## src/rtl/body_physics_stepper_pkg.sv

```systemverilog
// Shared types and constants for the three-body physics stepper.
// Buses pack bodies as {C,B,A}, POS_W bits per body, A in the low bits.
package three_body_pkg;

    typedef enum logic [2:0] {
        S_IDLE,
        S_PAIR0,
        S_PAIR1,
        S_PAIR2,
        S_VEL,
        S_POS,
        S_COMMIT
    } state_t;

    localparam int unsigned NBODY = 3;
    localparam int unsigned POS_W = 10;
    localparam int unsigned VEL_W = 5;
    localparam int unsigned ACC_W = 4;
    localparam int unsigned FRC_W = 3;
    localparam int unsigned BUS_W = NBODY * POS_W;

    localparam logic [BUS_W-1:0] RST_POS_X = {10'd200, 10'd420, 10'd300};
    localparam logic [BUS_W-1:0] RST_POS_Y = {10'd20, 10'd300, 10'd150};

endpackage

```

## src/rtl/body_physics_stepper_pair_force.sv

```systemverilog
// Combinational pairwise attraction: signed per-axis force on body i from body j.
// The force on body j is the negation; the caller applies both.
module pair_force
    import three_body_pkg::*;
#(
    parameter int unsigned NEAR = 40,
    parameter int unsigned FAR  = 200
) (
    input  logic [POS_W-1:0]        i_xi,
    input  logic [POS_W-1:0]        i_yi,
    input  logic [POS_W-1:0]        i_xj,
    input  logic [POS_W-1:0]        i_yj,
    output logic signed [FRC_W-1:0] o_fx,
    output logic signed [FRC_W-1:0] o_fy
);

    localparam logic [POS_W:0] NEAR_D = (POS_W + 1)'(NEAR);
    localparam logic [POS_W:0] FAR_D  = (POS_W + 1)'(FAR);

    logic signed [POS_W:0]   w_dx;
    logic signed [POS_W:0]   w_dy;
    logic [POS_W:0]          w_adx;
    logic [POS_W:0]          w_ady;
    logic [POS_W:0]          w_d;
    logic signed [FRC_W-1:0] w_f;

    assign w_dx  = $signed({1'b0, i_xj}) - $signed({1'b0, i_xi});
    assign w_dy  = $signed({1'b0, i_yj}) - $signed({1'b0, i_yi});
    assign w_adx = w_dx[POS_W] ? -w_dx : w_dx;
    assign w_ady = w_dy[POS_W] ? -w_dy : w_dy;
    assign w_d   = w_adx + w_ady;

    assign w_f = (w_d < NEAR_D) ? 3'sd2 : (w_d < FAR_D) ? 3'sd1 : 3'sd0;

    assign o_fx = (w_dx == '0) ? '0 : (w_dx[POS_W] ? -w_f : w_f);
    assign o_fy = (w_dy == '0) ? '0 : (w_dy[POS_W] ? -w_f : w_f);

endmodule

```

## src/rtl/body_physics_stepper.sv

```systemverilog
// Per-frame three-body stepper: accumulate pair forces, update velocity, then
// position into shadow registers, committing all positions together.
module body_physics_stepper
    import three_body_pkg::*;
#(
    parameter int unsigned H_RES  = 640,
    parameter int unsigned V_RES  = 480,
    parameter int unsigned RADIUS = 20,
    parameter int unsigned NEAR   = 40,
    parameter int unsigned FAR    = 200,
    parameter int unsigned VMAX   = 8
) (
    input  logic             clk,
    input  logic             rst_n,
    input  logic             frame_tick,
    input  logic             hold,
    input  logic             seed_valid,
    output logic             seed_ready,
    input  logic [BUS_W-1:0] seed_x,
    input  logic [BUS_W-1:0] seed_y,
    output logic [BUS_W-1:0] pos_x,
    output logic [BUS_W-1:0] pos_y,
    output logic             busy,
    output logic             done,
    output logic             overrun
);

    localparam logic signed [POS_W:0] LO   = (POS_W + 1)'(RADIUS);
    localparam logic signed [POS_W:0] HI_X = (POS_W + 1)'(H_RES - 1 - RADIUS);
    localparam logic signed [POS_W:0] HI_Y = (POS_W + 1)'(V_RES - 1 - RADIUS);
    localparam logic signed [VEL_W:0] VLIM   = (VEL_W + 1)'(VMAX);
    localparam logic signed [VEL_W:0] VLIM_N = -VLIM;

    state_t r_state, w_next;

    logic [POS_W-1:0]        r_px [NBODY];
    logic [POS_W-1:0]        r_py [NBODY];
    logic [POS_W-1:0]        r_sx [NBODY];
    logic [POS_W-1:0]        r_sy [NBODY];
    logic signed [VEL_W-1:0] r_vx [NBODY];
    logic signed [VEL_W-1:0] r_vy [NBODY];
    logic signed [ACC_W-1:0] r_ax [NBODY];
    logic signed [ACC_W-1:0] r_ay [NBODY];
    logic                    r_done;
    logic                    r_overrun;

    logic [1:0]              w_i, w_j;
    logic signed [FRC_W-1:0] w_fx, w_fy;
    logic signed [VEL_W:0]   w_vsx [NBODY];
    logic signed [VEL_W:0]   w_vsy [NBODY];
    logic signed [VEL_W-1:0] w_nvx [NBODY];
    logic signed [VEL_W-1:0] w_nvy [NBODY];
    logic signed [POS_W:0]   w_tx  [NBODY];
    logic signed [POS_W:0]   w_ty  [NBODY];
    logic [POS_W-1:0]        w_npx [NBODY];
    logic [POS_W-1:0]        w_npy [NBODY];
    logic                    w_flx [NBODY];
    logic                    w_fly [NBODY];

    always_comb begin
        w_i = 2'd0;
        w_j = 2'd1;
        case (r_state)
            S_PAIR1: w_j = 2'd2;
            S_PAIR2: begin
                w_i = 2'd1;
                w_j = 2'd2;
            end
            default: ;
        endcase
    end

    pair_force #(.NEAR(NEAR), .FAR(FAR)) u_pair_force (
        .i_xi (r_px[w_i]),
        .i_yi (r_py[w_i]),
        .i_xj (r_px[w_j]),
        .i_yj (r_py[w_j]),
        .o_fx (w_fx),
        .o_fy (w_fy)
    );

    // Velocity saturation and wall reflection, evaluated for every body in parallel.
    always_comb begin
        for (int unsigned b = 0; b < NBODY; b++) begin
            w_vsx[b] = (VEL_W + 1)'(r_vx[b]) + (VEL_W + 1)'(r_ax[b]);
            w_vsy[b] = (VEL_W + 1)'(r_vy[b]) + (VEL_W + 1)'(r_ay[b]);
            w_nvx[b] = (w_vsx[b] > VLIM) ? VLIM[VEL_W-1:0] :
                       (w_vsx[b] < VLIM_N) ? VLIM_N[VEL_W-1:0] : w_vsx[b][VEL_W-1:0];
            w_nvy[b] = (w_vsy[b] > VLIM) ? VLIM[VEL_W-1:0] :
                       (w_vsy[b] < VLIM_N) ? VLIM_N[VEL_W-1:0] : w_vsy[b][VEL_W-1:0];

            w_tx[b]  = $signed({1'b0, r_px[b]}) + (POS_W + 1)'(r_vx[b]);
            w_ty[b]  = $signed({1'b0, r_py[b]}) + (POS_W + 1)'(r_vy[b]);
            w_flx[b] = 1'b1;
            w_fly[b] = 1'b1;
            if (w_tx[b] < LO)        w_npx[b] = LO[POS_W-1:0];
            else if (w_tx[b] > HI_X) w_npx[b] = HI_X[POS_W-1:0];
            else begin
                w_npx[b] = w_tx[b][POS_W-1:0];
                w_flx[b] = 1'b0;
            end
            if (w_ty[b] < LO)        w_npy[b] = LO[POS_W-1:0];
            else if (w_ty[b] > HI_Y) w_npy[b] = HI_Y[POS_W-1:0];
            else begin
                w_npy[b] = w_ty[b][POS_W-1:0];
                w_fly[b] = 1'b0;
            end
        end
    end

    always_comb begin
        w_next = r_state;
        case (r_state)
            S_IDLE:   if (!seed_valid && frame_tick && !hold) w_next = S_PAIR0;
            S_PAIR0:  w_next = S_PAIR1;
            S_PAIR1:  w_next = S_PAIR2;
            S_PAIR2:  w_next = S_VEL;
            S_VEL:    w_next = S_POS;
            S_POS:    w_next = S_COMMIT;
            S_COMMIT: w_next = S_IDLE;
            default:  w_next = S_IDLE;
        endcase
    end

    always_ff @(posedge clk or negedge rst_n) begin
        if (!rst_n) begin
            r_state   <= S_IDLE;
            r_done    <= 1'b0;
            r_overrun <= 1'b0;
            for (int unsigned b = 0; b < NBODY; b++) begin
                r_px[b] <= RST_POS_X[b*POS_W +: POS_W];
                r_py[b] <= RST_POS_Y[b*POS_W +: POS_W];
                r_sx[b] <= RST_POS_X[b*POS_W +: POS_W];
                r_sy[b] <= RST_POS_Y[b*POS_W +: POS_W];
                r_vx[b] <= '0;
                r_vy[b] <= '0;
                r_ax[b] <= '0;
                r_ay[b] <= '0;
            end
        end else begin
            r_state <= w_next;
            r_done  <= (r_state == S_COMMIT);
            if (frame_tick && r_state != S_IDLE) r_overrun <= 1'b1;
            case (r_state)
                S_IDLE: begin
                    for (int unsigned b = 0; b < NBODY; b++) begin
                        if (seed_valid) begin
                            r_px[b] <= seed_x[b*POS_W +: POS_W];
                            r_py[b] <= seed_y[b*POS_W +: POS_W];
                            r_sx[b] <= seed_x[b*POS_W +: POS_W];
                            r_sy[b] <= seed_y[b*POS_W +: POS_W];
                            r_vx[b] <= '0;
                            r_vy[b] <= '0;
                        end else if (frame_tick && !hold) begin
                            r_ax[b] <= '0;
                            r_ay[b] <= '0;
                        end
                    end
                end
                S_PAIR0, S_PAIR1, S_PAIR2: begin
                    r_ax[w_i] <= r_ax[w_i] + ACC_W'(w_fx);
                    r_ay[w_i] <= r_ay[w_i] + ACC_W'(w_fy);
                    r_ax[w_j] <= r_ax[w_j] - ACC_W'(w_fx);
                    r_ay[w_j] <= r_ay[w_j] - ACC_W'(w_fy);
                end
                S_VEL: begin
                    for (int unsigned b = 0; b < NBODY; b++) begin
                        r_vx[b] <= w_nvx[b];
                        r_vy[b] <= w_nvy[b];
                    end
                end
                S_POS: begin
                    for (int unsigned b = 0; b < NBODY; b++) begin
                        r_sx[b] <= w_npx[b];
                        r_sy[b] <= w_npy[b];
                        if (w_flx[b]) r_vx[b] <= -r_vx[b];
                        if (w_fly[b]) r_vy[b] <= -r_vy[b];
                    end
                end
                S_COMMIT: begin
                    for (int unsigned b = 0; b < NBODY; b++) begin
                        r_px[b] <= r_sx[b];
                        r_py[b] <= r_sy[b];
                    end
                end
                default: ;
            endcase
        end
    end

    assign pos_x      = {r_px[2], r_px[1], r_px[0]};
    assign pos_y      = {r_py[2], r_py[1], r_py[0]};
    assign seed_ready = (r_state == S_IDLE);
    assign busy       = (r_state != S_IDLE);
    assign done       = r_done;
    assign overrun    = r_overrun;

endmodule

```

## config.mk

```make
export PLATFORM = sky130hd
export DESIGN_NAME = body_physics_stepper
export DESIGN_NICKNAME = d
export VERILOG_FILES = /design/src/rtl/body_physics_stepper_pkg.sv /design/src/rtl/body_physics_stepper_pair_force.sv /design/src/rtl/body_physics_stepper.sv
export SDC_FILE = /design/constraint.sdc
export NUM_CORES = 1
export LEC_CHECK = 0
export ABC_AREA = 1
export BUFFER_PORTS_ARGS = -buffer_cell sky130_fd_sc_hd__buf_2
export CORE_MARGIN = 2
export CORE_UTILIZATION = 45
export CTS_CLUSTER_SIZE = 25
export DETAILED_ROUTE_END_ITERATION = 7
export PLACE_DENSITY = 0.69
export SLEW_MARGIN = 15
export SYNTH_ARGS = -nofsm -noshare
export SYNTH_HDL_FRONTEND = slang
export SYNTH_HIERARCHICAL = 1
export SYNTH_SLANG_ARGS = --single-unit
```

## constraint.sdc

```tcl
create_clock -name clk -period 16.9 [get_ports clk]
set_input_delay 0.845 -clock clk [delete_from_list [all_inputs] [get_ports clk]]
set_output_delay 0.845 -clock clk [all_outputs]
set_load 0.03 [all_outputs]
```

==> flow_metrics.tcl, run 1 <==
set metrics [dict create \
    drc_errors 0 \
    path_clk_slew_ns 0.07 \
    gr-total-overflow 0 \
    cts_htree_levels 4 \
    synth_area_leaders "dfrtp_1, nand2_1, ha_1" \
    fin_ws_ns 9.97 \
    worstSetupStartpointType "register" \
    synth_cell_types 50 \
    diodes 0 \
    gp_congestion 0.926 \
    max_slew_margin 0.290 \
    skew_ns 0.0137 \
    hold_path_class "register to register" \
    syn2layout_area_growth_pct 10.0 \
    first_global_vias 16900 \
    clock-sinks 179 \
    yosysTopAreaCellShare 0.200 \
    syn-cell-area_sq_um 17200 \
    cts_tree "yes" \
    wl_per_cell_um 16.2 \
    die_h_um 199 \
    row_count 71 \
    worst_path_max_delay_cell "dfrtp_1" \
    design.core.area_sq_um 37600 \
    drv_slew 0 \
    die_area_sq_um 39700 \
    synth_edf_count 0 \
    synth.most_common_cell "nand2_1" \
    cts_buffer_depth 2 \
    drt-total-wl_um 52700 \
    synth-main-ff-cell "dfrtp_1" \
    fin_util 0.503 \
    yosys_warnings 6 \
    regToRegSetupSlack_ns 9.97 \
    detail_route.iter0.violations 1164 \
    worstPathMaxFanout 43 \
    fin_crit_ns 6.93 \
    cts_hold_buf 0 \
    ys_seq_area_frac 0.264 \
    initial_core_util 0.457 \
    grt_first_pass_wirelength_um 86000 \
    status "complete, no violations" \
    drv_cap 0 \
    final_nets 2953 \
    fin_crit_sh 0.410 \
    postRouteAntennaNets 0 \
    dr.pass1.iters 6 \
    crit_top_cell "nand2_1" \
    dp_hpwl_um 39300 \
    critical_path_class "register to register" \
    grt_max_degree 116 \
    num_io_pins 129 \
    cp.arrival_ns 7.29 \
    cts_root_buf "clkbuf_16" \
    tns_ns 0 \
    timing_hold_violations_final 0 \
    synthesis.nets 2861 \
    syn_area_per_cell_sq_um 6.51 \
    post-cts-setup-buffers 0 \
    clk_latency_ns 0.47 \
    finalSetupViolCount 0 \
    portBuffers 128 \
    ys_seq_elements 179 \
    cpPeakStageDelay_ns 0.47 \
    cp.required_ns 17.26 \
    synth_top_cell_by_area "dfrtp_1" \
    ys_async_sr_fraction 1.00 \
    viasPerCell 5.41 \
    track_usage 0.275 \
    rsz0062_at_grt "no" \
    drive_gt1_frac 0.116 \
    synthTopCellsByCount "nand2_1, inv_1, nor2_1" \
    dr_total_vias 17600 \
    chipWidth_um 199 \
    worst_slew_pin_slew_ns 1.06 \
    place_ws_ns 10.03 \
    ctsResizeCount 0 \
    clock.fmax_mhz 144 \
    cts_buffers 17 \
    netlist_instances 2638 \
    antenna_found_initial 2 \
    setup.worst_path.end_class "register" \
]
-- worst max-delay path: cells and delay by family (launching register included) --
kind	cells	cell delay [ns]
DFF	1	0.47
xor gates and xnor gates	3	0.57
buffers and inverters	7	1.31
and+or+nand+nor	14	1.93
adders and majority gates	5	1.41
AOI/OAI and AO/OA	6	1.10
-- area by class of cell --
class	instances	area (sq um)
fill	3794	18700
multi-input combinational	2052	11100
sequential	179	4530
inverter	339	1270
timing repair buffer	141	747
tap	511	639
clock buffer	19	443
clock inverter	13	173
-- state kept, by name, summed over array words and instances (netlist names) --
name / cells
pos_x: 30
r_ax: 12
r_sy: 30
overrun: 1
r_state: 3
r_ay: 12
pos_y: 30
r_sx: 30
r_vx: 15
done: 1
r_vy: 15
-- kinds of logic (layout without fill, tap and decap cells) --
| logic type | count (synthesis) | in the layout | synth area share |
|---|---|---|---|
| DFF | 179 | 179 | 0.264 |
| and+or+nand+nor | 1433 | 1433 | 0.353 |
| xor gates and xnor gates | 60 | 60 | 0.0311 |
| adders and majority gates | 158 | 158 | 0.123 |
| AOI/OAI and AO/OA | 401 | 401 | 0.137 |
| buffers and inverters | 407 | 512 | 0.0920 |
-- worst paths after layout --
path | to | cells after the start | start
min reg2reg | overrun | 1 | overrun
max | r_ax[7] | 35 | r_state[2]
min in group asynchronous | r_sy[5] | 1 | rst_n
min | overrun | 1 | overrun
max reg2reg | r_ax[7] | 35 | r_state[2]
max in group asynchronous | r_sx[21] | 2 | rst_n
-- layer usage --
metal  vias up  GRT usage  part of all wire  routed length [um]
met5         -          0           0.00013                   7
met4         2      0.107             0.034                1800
met3        90     0.0378             0.049                2600
met2       458      0.480              0.48               25200
met1      8278      0.344              0.44               23100
li1       8780          -                 -                   -
-- through the flow --
step,instance area [sq um],hold WS [ns],cells
2_1_floorplan,17200,0.444,2638
3_3_place_gp,18300,0.433,3222
3_5_place_dp,18300,0.461,3222
4_1_cts,18900,0.476,3254
5_1_grt,18900,0.482,3254
6_report,18900,0.468,3254
-- layout by cell type, fill, tap and decap left out, drive strengths merged --
cell / n
ha: 140
o21ai: 158
a221oi: 1
o21bai: 13
xnor2: 22
clkinv: 2
nor3: 26
inv: 344
nand2: 890
nand3b: 13
fa: 18
o221ai: 1
clkinvlp: 3
or2: 9
and2: 1
a21o: 4
o211ai: 16
nor4: 2
o22ai: 13
o31a: 1
a32o: 7
o32ai: 4
nand3: 198
dfrtp: 137
dfstp: 42
a21oi: 109
clkbuf: 20
a31oi: 56
buf: 140
a221o: 1
bufinv: 3
xor2: 38
o31ai: 7
nand4: 44
nor2: 250
a22oi: 10
Power of run 1 is left out: the tool's default activity adds up to more than one toggle a clock period on the data nets, which glitch-free logic cannot reach.
==> run 2: changes to the inputs <==
==> constraint.sdc (replaced) <==
create_clock -name clk -period 6.6 [get_ports clk]
set_input_delay 0.33 -clock clk [delete_from_list [all_inputs] [get_ports clk]]
set_output_delay 0.33 -clock clk [all_outputs]
set_load 0.03 [all_outputs]
==> flow_metrics.tcl, run 2 (synthesis results as in run 1) <==
set metrics [dict create \
    status "complete, no violations" \
    drv_slew 0 \
    hold_path_class "input pin to register" \
    worstSetupStartpointType "register" \
    skew_ns 0.0108 \
    diodes 0 \
    path_clk_slew_ns 0.08 \
    dp_hpwl_um 40400 \
    max_slew_margin 0.390 \
    worstPathMaxFanout 18 \
    antenna_found_initial 0 \
    syn2layout_area_growth_pct 10.7 \
    cts_tree "yes" \
    fin_crit_sh 0.913 \
    cp.required_ns 6.97 \
    critical_path_class "register to register" \
    r2r-end "r_ax[7]" \
    worst_path_max_delay_cell "dfrtp_2" \
    cp.arrival_ns 6.39 \
    drive_gt1_frac 0.121 \
    cts_buffers 17 \
    cts_root_buf "clkbuf_16" \
    track_usage 0.280 \
    dr.pass1.iters 6 \
    critPathBufInv 9 \
    viasPerCell 5.40 \
    wl_per_cell_um 16.5 \
    grt_first_pass_wirelength_um 87100 \
    die_h_um 199 \
    final_area_sq_um 19000 \
    design.core.area_sq_um 37600 \
    cpPeakStageDelay_ns 0.49 \
    r2r_start "r_state[2]" \
    grt_max_degree 74 \
    clock.fmax_mhz 166 \
    tns_ns 0 \
    final_common_cell "nand2_1" \
    first_global_vias 17200 \
    rsz0062_at_grt "no" \
    final_nets 2964 \
    drv_cap 0 \
    regToRegSetupSlack_ns 0.57 \
    finalSetupViolCount 0 \
    dr_total_vias 17600 \
    chipWidth_um 199 \
    fin_crit_ns 6.03 \
    die_area_sq_um 39700 \
    whs_ns 0.0826 \
    drt-total-wl_um 54000 \
    critPathTopFamily "simple AND/OR/NAND/NOR gates" \
    min_path_cells 2 \
    fin_cells 3265 \
    crit_top_cell "inv_1" \
    postRouteAntennaNets 0 \
    clock-sinks 179 \
    worst_slew_pin_slew_ns 0.914 \
    timing_hold_violations_final 0 \
    gr-total-overflow 0 \
    reg2reg_depth 37 \
    min_to "overrun" \
    gp_congestion 0.961 \
    clk_latency_ns 0.48 \
    initial_core_util 0.457 \
    dp.cells 3228 \
    num_io_pins 129 \
    fill_cells 3800 \
    detail_route.iter0.violations 1255 \
    portBuffers 128 \
    row_count 71 \
    cts_htree_levels 4 \
    setup.worst_path.end_class "register" \
    placed_area_sq_um 18300 \
    cts_buffer_depth 2 \
    hold_path.startpoint "frame_tick" \
    drc_errors 0 \
    final_cell_mix "nand2_1, inv_1, nor2_1" \
]
[run 2: cell count changes in the layout (fill, tap and decap cells not counted), sizes merged]
cell,delta
buf,+10
bufinv,-3
clkbuf,-2
clkinv,+8
clkinvlp,-1
dlygate4sd3,+1
inv,-2
[run 2: metrics by stage]
step	setup WS [ns]	utilization
after floorplan	0.773	-
final	0.573	0.506
after global placement	0.480	0.488
after CTS	0.305	0.504
after global routing	0.0343	0.506
after detailed placement	0.357	0.488
[run 2: what timing repair did]
action                                 CTS  global route
hold buffers                             1             0
setup endpoints to repair                0             3
buffers inserted                         0             4
endpoints found under the hold margin   46             0
resized for setup                        0            10
[run 2: cell type report]
| cell class | count | area, sq um | share of cell area |
|---|---|---|---|
| Timing Repair Buffer | 152 | 861 | 0.0453 |
| Clock inverter | 15 | 173 | 0.00909 |
| Clock buffer | 17 | 425 | 0.0224 |
| Inverter | 339 | 1280 | 0.0672 |
| Sequential cell | 179 | 4530 | 0.239 |
| Tap cell | 511 | 639 | 0.0336 |
| Multi-Input combinational cell | 2052 | 11100 | 0.584 |
[run 2: worst register-to-register path, delay by kind of cell, from the launching register on]
| family | cells | cell delay (ns) |
|---|---|---|
| and+or+nand+nor | 14 | 1.53 |
| AOI/OAI and AO/OA | 5 | 0.90 |
| adders and majority gates | 5 | 1.48 |
| DFF | 1 | 0.49 |
| xor gates and xnor gates | 4 | 0.71 |
| buffers and inverters | 9 | 0.82 |
[run 2: worst max-delay path by stage]
stage                     endpoint  slack [ns]        from  cells after the start
after floorplan            r_ax[7]        0.77  r_state[2]                     36
after global placement     r_ax[7]        0.48  r_state[2]                     37
after detailed placement   r_ax[7]        0.36  r_state[2]                     37
after CTS                  r_ax[7]        0.30  r_state[2]                     37
after global routing       r_ax[7]        0.03  r_state[0]                     37
final                      r_ax[7]        0.57  r_state[2]                     37
[run 2: metal layers]
metal	GRT usage	share of wire	vias to the layer above	routed length [um]
met2	0.490	0.48	500	26000
met4	0.110	0.029	0	1590
li1	-	-	8813	-
met5	0	0	-	0
met1	0.344	0.44	8243	23900
met3	0.0427	0.047	86	2550
Power of run 2 is left out for the same reason.
==> run 3: changes to the inputs <==
--- a/config.mk
+++ b/config.mk
@@ -11,7 +11,7 @@
 export CORE_UTILIZATION = 45
 export CTS_CLUSTER_SIZE = 25
 export DETAILED_ROUTE_END_ITERATION = 7
-export PLACE_DENSITY = 0.69
+export PLACE_DENSITY = 0.68
 export SLEW_MARGIN = 15
 export SYNTH_ARGS = -nofsm -noshare
 export SYNTH_HDL_FRONTEND = slang
==> flow_metrics.tcl, run 3 (synthesis results as in run 1) <==
set metrics [dict create \
    cts_buffers 17 \
    detail_route.iter0.violations 1150 \
    final_common_cell "nand2_1" \
    fin_crit_ns 6.07 \
    syn2layout_area_growth_pct 10.7 \
    timing_hold_violations_final 0 \
    drt-total-wl_um 53500 \
    path_clk_slew_ns 0.08 \
    final_nets 2964 \
    cp.required_ns 6.96 \
    viasPerCell 5.42 \
    skew_ns 0.0133 \
    wl_per_cell_um 16.4 \
    worstSetupStartpointType "register" \
    crit_start "r_state[2]" \
    critical_path_class "register to register" \
    dp_hpwl_um 39900 \
    die_area_sq_um 39700 \
    wl_met1_um 23400 \
    antenna_found_initial 2 \
    clk_latency_ns 0.46 \
    dr.pass1.iters 6 \
    drv_cap 0 \
    track_usage 0.274 \
    max_slew_margin 0.421 \
    gr-total-overflow 0 \
    fin_crit_sh 0.919 \
    die_h_um 199 \
    cts_tree "yes" \
    postRouteAntennaNets 0 \
    final_cell_mix "nand2_1, inv_1, nor2_1" \
    hold_path_class "input pin to register" \
    row_count 71 \
    design.core.area_sq_um 37600 \
    dr_total_vias 17700 \
    drc_errors 0 \
    whs_ns 0.0958 \
    first_global_vias 17000 \
    cp.arrival_ns 6.42 \
    gp_congestion 0.953 \
    wl_met3_um 2610 \
    drv_slew 0 \
    clock.fmax_mhz 165 \
    r2r_start "r_state[2]" \
    worstPathMaxFanout 42 \
    crit_top_cell "inv_1" \
    drive_gt1_frac 0.122 \
    cpPeakStageDelay_ns 0.48 \
    setup.worst_path.end_class "register" \
    cts_buffer_depth 2 \
    grt_first_pass_wirelength_um 86100 \
    grt_max_degree 71 \
    worst_slew_pin_slew_ns 0.869 \
    cts_htree_levels 4 \
    clock-sinks 179 \
    initial_core_util 0.457 \
    topRoutingLayerUsed "met4" \
    status "complete, no violations" \
    portBuffers 128 \
    chipWidth_um 199 \
    cts_root_buf "clkbuf_16" \
    num_io_pins 129 \
    hold_path.startpoint "frame_tick" \
    worst_path_max_delay_cell "dfrtp_2" \
    wl_met2_um 25600 \
    finalSetupViolCount 0 \
]
[run 3: cell types whose count changed in the layout (fill, tap and decap cells not counted), moves of 2 or more]
cell      delta
clkinv_4     -2
clkinv_8     -4
inv_6        +2
inv_8        +2
[run 3: repair_timing]
action,CTS,global route
setup buffers,0,5
hold endpoints to repair,53,0
setup endpoints to repair,0,9
gates resized for setup,0,13
hold buffers,1,0
[run 3: layout make-up]
cell class              count  area [sq um]
clock inverters            15           165
inverters                 339          1280
diodes                      1          2.50
clock buffers              17           425
multi-input cells        2052         11100
well taps                 511           639
repair buffers            152           856
flip-flops and latches    179          4530
fillers                  3807         18600
[run 3: path summary, 6_finish.rpt]
path	to	slack, ns	depth (start not counted)
min reg2reg	overrun	0.46	1
max in group asynchronous	r_sx[13]	4.88	3
max reg2reg	r_ax[7]	0.53	36
max	r_ax[7]	0.53	36
min	overrun	0.1	2
min in group asynchronous	r_sy[25]	0.41	2
[run 3: critical path: cells and delay by family (launching register included)]
| kind | cells | cell delay (ns) |
|---|---|---|
| compound gates | 4 | 0.80 |
| xor+xnor | 4 | 0.78 |
| fa+ha+maj | 5 | 1.42 |
| buf+inv | 8 | 0.81 |
| flops | 1 | 0.48 |
| simple gates | 15 | 1.67 |
[run 3: metrics by stage]
step	cells	TNS (ns)	util	worst slack, ns	instance area [sq um]
finish	3266	0	0.505	0.532	19000
global route	3265	-0.0869	0.505	-0.0688	19000
CTS	3260	0	0.503	0.300	18900
detailed placement	3227	0	0.487	0.339	18300
global placement	3227	0	0.487	0.443	18300
floorplan	2638	0	-	0.773	17200
[run 3: per-layer routing]
metal / global-route usage / vias up
met5: 0 / -
met3: 0.0381 / 88
met4: 0.109 / 0
li1: - / 8819
met2: 0.479 / 521
met1: 0.342 / 8266
Power of run 3 is left out for the same reason.
